===== src/rtl/seq_pkg.sv =====
// Shared types, default table contents and the pointer advance rule
// for the sequence playback controller.
package seq_pkg;

  typedef enum logic [1:0] {IDLE, RUN, PAUSE, DONE} state_e;
  typedef enum logic [1:0] {WRAP = 2'd0, BOUNCE = 2'd1, ONESHOT = 2'd2} mode_e;

  localparam int SEQ_LEN = 8;
  localparam int DEFAULT_SEQ [SEQ_LEN] = '{5, 10, 15, 4, 9, 14, 3, 8};

  typedef struct packed {
    int unsigned pos;
    logic        dir;
    logic        at_end;
  } adv_t;

  function automatic mode_e decode_mode(input logic [1:0] m);
    case (m)
      2'd1:    return BOUNCE;
      2'd2:    return ONESHOT;
      default: return WRAP;
    endcase
  endfunction

  // One pointer move; depth must be a power of two. at_end flags the
  // endpoint in the current direction so one-shot can stop there.
  function automatic adv_t advance(input int unsigned pos, input logic dir,
                                   input mode_e mode, input int unsigned depth);
    adv_t r;
    r.at_end = dir ? (pos == depth - 1) : (pos == 0);
    r.dir    = dir;
    r.pos    = pos;
    case (mode)
      BOUNCE: begin
        if (r.at_end) begin
          r.dir = ~dir;
          r.pos = dir ? pos - 1 : pos + 1;
        end else begin
          r.pos = dir ? pos + 1 : pos - 1;
        end
      end
      ONESHOT: begin
        if (!r.at_end) r.pos = dir ? pos + 1 : pos - 1;
      end
      default: begin
        r.pos = dir ? ((pos + 1) & (depth - 1)) : ((pos + depth - 1) & (depth - 1));
      end
    endcase
    return r;
  endfunction

endpackage


===== src/rtl/seq_play_ctrl_rise_det.sv =====
// Registered rising-edge detector: rise is high on the edge where d
// samples 1 and the previous sample was 0.
module rise_det (
  input  logic clk,
  input  logic reset,
  input  logic d,
  output logic rise
);

  logic prev;

  always_ff @(posedge clk or posedge reset) begin
    if (reset) prev <= 1'b0;
    else       prev <= d;
  end

  assign rise = d & ~prev;

endmodule


===== src/rtl/seq_play_ctrl.sv =====
// Sequence playback controller: 8-entry writable table walked by a pointer
// on the 2 Hz tick. Optional BCD split outputs under SEQ_PLAY_CTRL_BCD_EN.
module seq_play_ctrl
  import seq_pkg::*;
#(
  parameter int N        = 4,
  parameter int DEPTH    = 8,
  parameter int IDX_W    = 3,
  parameter int SLOW_DIV = 2
) (
  input  logic             clk_500ms,
  input  logic             reset,
  input  logic             timeS,
  input  logic             up,
  input  logic [1:0]       mode,
  input  logic             start,
  input  logic             stop,
  input  logic             step,
  input  logic             wr_en,
  input  logic [IDX_W-1:0] wr_addr,
  input  logic [N-1:0]     wr_data,
`ifdef SEQ_PLAY_CTRL_BCD_EN
  output logic [3:0]       bcd_tens,
  output logic [3:0]       bcd_units,
`endif
  output logic [IDX_W-1:0] pos,
  output logic [N-1:0]     value,
  output logic             running,
  output logic             done
);

  localparam int TW = $clog2(SLOW_DIV);

  state_e           state;
  logic             dir;
  logic [TW-1:0]    tick_cnt;
  logic [N-1:0]     table_q [DEPTH];
  logic             start_rise, stop_rise, step_rise;
  logic             start_go, stop_go, step_go;
  logic             slow_hit;
  mode_e            mode_d;
  adv_t             adv;
  logic [IDX_W-1:0] new_pos;

  rise_det u_start (.clk(clk_500ms), .reset(reset), .d(start), .rise(start_rise));
  rise_det u_stop  (.clk(clk_500ms), .reset(reset), .d(stop),  .rise(stop_rise));
  rise_det u_step  (.clk(clk_500ms), .reset(reset), .d(step),  .rise(step_rise));

  // stop outranks start, which outranks step; losers on the same edge are dropped
  assign stop_go  = stop_rise;
  assign start_go = start_rise & ~stop_rise;
  assign step_go  = step_rise & ~stop_rise & ~start_rise;

  assign mode_d   = decode_mode(mode);
  assign adv      = advance(32'(pos), dir, mode_d, 32'(DEPTH));
  assign new_pos  = IDX_W'(adv.pos);
  assign slow_hit = timeS || (tick_cnt == TW'(SLOW_DIV - 1));

  always_ff @(posedge clk_500ms or posedge reset) begin
    if (reset) begin
      state    <= IDLE;
      pos      <= '0;
      dir      <= 1'b1;
      tick_cnt <= '0;
      running  <= 1'b0;
      done     <= 1'b0;
    end else begin
      case (state)
        IDLE, DONE: begin
          if (start_go) begin
            state    <= RUN;
            running  <= 1'b1;
            done     <= 1'b0;
            pos      <= up ? '0 : IDX_W'(DEPTH - 1);
            dir      <= up;
            tick_cnt <= '0;
          end else if (state == DONE && stop_go) begin
            state <= IDLE;
            done  <= 1'b0;
            pos   <= '0;
          end else if (state == IDLE && step_go) begin
            pos <= new_pos;
            dir <= adv.dir;
          end
        end
        RUN: begin
          if (stop_go) begin
            state   <= PAUSE;
            running <= 1'b0;
          end else if (slow_hit) begin
            tick_cnt <= '0;
            if (mode_d == ONESHOT && adv.at_end) begin
              state   <= DONE;
              running <= 1'b0;
              done    <= 1'b1;
            end else begin
              pos <= new_pos;
              dir <= adv.dir;
            end
          end else begin
            tick_cnt <= tick_cnt + TW'(1);
          end
        end
        PAUSE: begin
          if (stop_go) begin
            state <= IDLE;
            pos   <= '0;
            dir   <= 1'b1;
          end else if (start_go) begin
            state    <= RUN;
            running  <= 1'b1;
            tick_cnt <= '0;
          end else if (step_go) begin
            pos <= new_pos;
            dir <= adv.dir;
          end
        end
        default: state <= IDLE;
      endcase
    end
  end

  // Table is writable in every state; reset restores the default sequence
  always_ff @(posedge clk_500ms or posedge reset) begin
    if (reset) begin
      for (int i = 0; i < DEPTH; i++) table_q[i] <= N'(DEFAULT_SEQ[i % SEQ_LEN]);
    end else if (wr_en) begin
      table_q[wr_addr] <= wr_data;
    end
  end

  assign value = table_q[pos];

`ifdef SEQ_PLAY_CTRL_BCD_EN
  assign bcd_tens  = 4'(value / 10);
  assign bcd_units = 4'(value % 10);
`endif

endmodule


===== config.mk =====
export PLATFORM = sky130hd
export DESIGN_NAME = seq_play_ctrl
export DESIGN_NICKNAME = d
export VERILOG_FILES = /design/src/rtl/seq_pkg.sv /design/src/rtl/seq_play_ctrl_rise_det.sv /design/src/rtl/seq_play_ctrl.sv
export SDC_FILE = /design/constraint.sdc
export NUM_CORES = 1
export LEC_CHECK = 0
export ABC_AREA = 1
export CORE_UTILIZATION = 50
export DETAILED_ROUTE_END_ITERATION = 8
export GPL_ROUTABILITY_DRIVEN = 0
export PLACE_DENSITY = 0.81
export SYNTH_ARGS = -nofsm -noshare
export SYNTH_HDL_FRONTEND = slang
export SYNTH_SLANG_ARGS = --single-unit

===== constraint.sdc =====
create_clock -name clk_500ms -period 1.8 [get_ports clk_500ms]
set_input_delay 0.45 -clock clk_500ms [delete_from_list [all_inputs] [get_ports clk_500ms]]
set_output_delay 0.45 -clock clk_500ms [all_outputs]
set_load 0.02 [all_outputs]

==> impl_metrics.py, run 1 <==
metrics = {
    "sta": {
        "setup-tns-final_ns": -0.696,
        "setup_ws_ns": -0.161,
        "rsz0062_at_grt": "true",
        "final.period_utilization_pct": 109,
        "worstMarginPinSlew_ns": 0.278,
        "clock.fmax_ghz": 0.510,
        "finClkSkew_ns": 0.0111,
        "slew_viol_final": 0,
        "maxSlewHeadroom_pct": 81.5,
        "setup_viol": 8,
        "hold_violations": 0,
        "period_needed_ns": 1.96,
        "whs_ns": 0.495,
    },
    "power": {
        "combPwrFrac_pct": 57.6,
        "p_int_uw": 3200,
        "netSwitchingFraction_pct": 42.0,
        "clkPwrFrac_pct": 14.4,
        "power_uw": 5510,
        "irDropWorstVdd_mv": 1.00,
        "power.switching_uw": 2310,
        "sequentialPowerShare_pct": 28.0,
        "power.density_nw_per_um2": 1600,
        "p_leak_uw": 0.00165,
    },
    "setup_path": {
        "worstSetupStartpointType": "flop",
        "worstPathBufferInverterCount": 3,
        "path_cells": "inv_4 -> clkbuf_16 -> nor2_2 -> o22ai_1 -> nand2_1 -> nand2_1 -> buf_6",
        "path_max_fanout": 7,
        "required_ns": 1.35,
        "path_class": "flop to primary output",
        "crit_arrival_ns": 1.51,
        "max_stage_delay_ns": 0.46,
        "cp_common_cell": "nand2_1",
        "crit_family": "flip-flops",
        "cpMaxStageDelayCell": "dfrtp_2",
        "end_kind": "primary output",
    },
    "synthesis": {
        "synth.top_cell.area_share_pct": 25.4,
        "synthCells": 341,
        "yosysSeqAreaShare_pct": 43.9,
        "syn_area_um2": 2560,
        "synth.most_common_cell": "nand2_1",
        "synth_flop_cell": "dfrtp_1",
        "synthTopCellsByCount": "nand2_1, o21ai_0, nor2_1",
        "synth-edff-count": 0,
        "synth-seq-cells": 44,
        "synth.distinct_cells": 27,
        "yosys_warnings": 0,
        "synth.largest_area_cell": "dfrtp_1",
        "syn-num-nets": 368,
        "synth.area.top_cells": "dfrtp_1, dfstp_2, nand2_1",
        "async_reset_ff_share_pct": 100,
        "synth_area_per_cell_um2": 7.50,
    },
    "finish": {
        "areaGrowthSynthToFinish_pct": 34.4,
        "final_core_util_pct": 71.4,
        "fillers": 371,
        "nets": 429,
        "drive_gt1_share_pct": 26.1,
        "num_antenna_cells": 0,
    },
    "floorplan": {
        "ioPinCount": 26,
        "die_y_um": 73.5,
        "dieWidth_um": 73.5,
        "initial_core_util_pct": 53.1,
        "rows": 25,
        "core_um2": 4820,
        "die_area_um2": 5410,
    },
    "global_route": {
        "grt_max_degree": 45,
        "grt_usage_pct": 24.0,
        "grt_antenna_before_repair": 0,
        "grt_pass1_wl_um": 9840,
        "grt-ovfl-total": 0,
        "grt_pass1_vias": 2143,
    },
    "detailed_routing": {
        "routed_wirelength_um": 6390,
        "wl_per_cell_um": 13.6,
        "met3WireLength_um": 427,
        "ant_nets": 0,
        "m1WireLength_um": 2870,
        "met2_wirelength_um": 3000,
        "drc_errors": 0,
        "drtIter0Drc": 166,
        "viasPerCell": 5.20,
        "firstDrtPassIters": 5,
        "top_layer": "met4",
        "vias": 2446,
    },
    "clock_tree": {
        "clk_path_buf_depth": 2,
        "ctsHtreeMaxLevel": 2,
        "cts.sinks": 44,
        "clk_latency_ns": 0.30,
        "cts_tree": "yes",
        "cts_root_buffer": "clkbuf_8",
        "cts_buffers": 5,
        "cts.clk_slew.worst_paths_ns": 0.09,
        "cts_hold_buf": 0,
    },
    "outcome": {
        "status": "finished with violations",
        "violations": "setup timing",
    },
    "flow_run": {
        "drv_cap": 0,
    },
    "placement": {
        "dp_hpwl_um": 4410,
        "port_buffers": 25,
    },
    "hold_path": {
        "hold_class": "flop to flop",
    },
}
## cells by family (layout without fill, tap and decap cells)
kind of cell / count (synthesis) / after routing / share of synthesized area (%)
AND/OR/NAND/NOR: 173 / 173 / 29.5
AO/OA/AOI/OAI: 72 / 72 / 15.0
flip-flops: 44 / 44 / 43.9
buffers and inverters: 41 / 103 / 6.36
adder cells (fa/ha/maj): 10 / 10 / 4.89
XOR/XNOR: 1 / 1 / 0.343
## flip-flops by register name, summed over array words and instances, names as in the netlist
register / count
done: 1
dir: 1
state: 2
tick_cnt: 1
u_stop.prev: 1
u_step.prev: 1
pos: 3
u_start.prev: 1
running: 1
table_q: 32
## power by group through the flow
stage | combinational (µW) | clock, µW | sequential (µW)
floorplan | 1650 | 0 | 1500
global placement | 2590 | 0 | 1490
detailed placement | 2660 | 0 | 1500
CTS | 2620 | 807 | 1500
global route | 3470 | 844 | 1570
finish | 3170 | 792 | 1540
## per-stage QoR
stage	instance area, µm²	cells	setup slack (ns)
floorplan	2560	341	0.0527
global placement	3110	456	-0.279
detailed placement	3110	456	-0.284
CTS	3230	465	-0.114
global route	3440	470	-0.225
finish	3440	470	-0.161
## path summary, 6_finish.rpt
kind                             startpoint          end  slack, ns  cells past startpoint
worst min-delay path            table_q[25]  table_q[25]       0.50                      2
max in group asynchronous             reset  table_q[22]       1.03                      3
worst max-delay path                 pos[0]     value[0]      -0.16                      7
min in group asynchronous             reset       pos[0]       0.51                      3
worst max register to register       pos[0]       pos[1]      -0.06                     12
worst min register to register  table_q[25]  table_q[25]       0.50                      2
## cell type report
| class | instances | area, µm² | area share, % |
|---|---|---|---|
| Multi-Input combinational cell | 256 | 1390 | 40.4 |
| Sequential cell | 44 | 1130 | 32.8 |
| Timing Repair Buffer | 58 | 571 | 16.6 |
| Inverter | 37 | 146 | 4.26 |
| Tap cell | 67 | 83.8 | 2.44 |
| Clock buffer | 6 | 82.6 | 2.40 |
| Clock inverter | 2 | 38.8 | 1.13 |
## timing repair
action / in CTS / in global routing
endpoints found under the setup margin: 11 / 12
gates resized for setup: 29 / 48
pin swaps: 1 / 19
setup buffers: 0 / 4
cloned: 1 / 1
## metal layers
metal,track usage [%],vias to the layer above
li1,-,1225
met1,34.3,1128
met2,37.5,84
met3,3.57,9
met4,7.91,0
met5,0,-
## placed cells by master (no fill, tap or decap), drive strengths merged, types with 7 or more instances in the layout
cell,netlist,final
o22ai,8,8
clkdlybuf4s50,0,18
buf,3,36
o21ai,56,56
clkbuf,1,7
nand3,19,19
nand2,100,100
dfrtp,26,26
inv,37,37
dfstp,18,18
nor2,51,51
ha,10,10
a21oi,7,7
## worst reg2reg max path: stages, from the launching register on
cell and delay [ns]:
dfrtp_2 0.46, buf_4 0.15, buf_6 0.11, ha_2 0.18, ha_4 0.17, inv_2 0.05
nand2_2 0.06, nand3_4 0.12, nor2_4 0.05, nor2_4 0.13, nand3_2 0.10, nor2_1 0.11
nor2_1 0.05
Note: power is estimated with default switching activity, not from simulation.
==> run 2: changes to the inputs <==
- ABC_CLOCK_PERIOD_IN_PS: unset -> 1800
==> results of run 2 <==
Same layout as run 1: the final DEF is identical, and so are final timing and power.
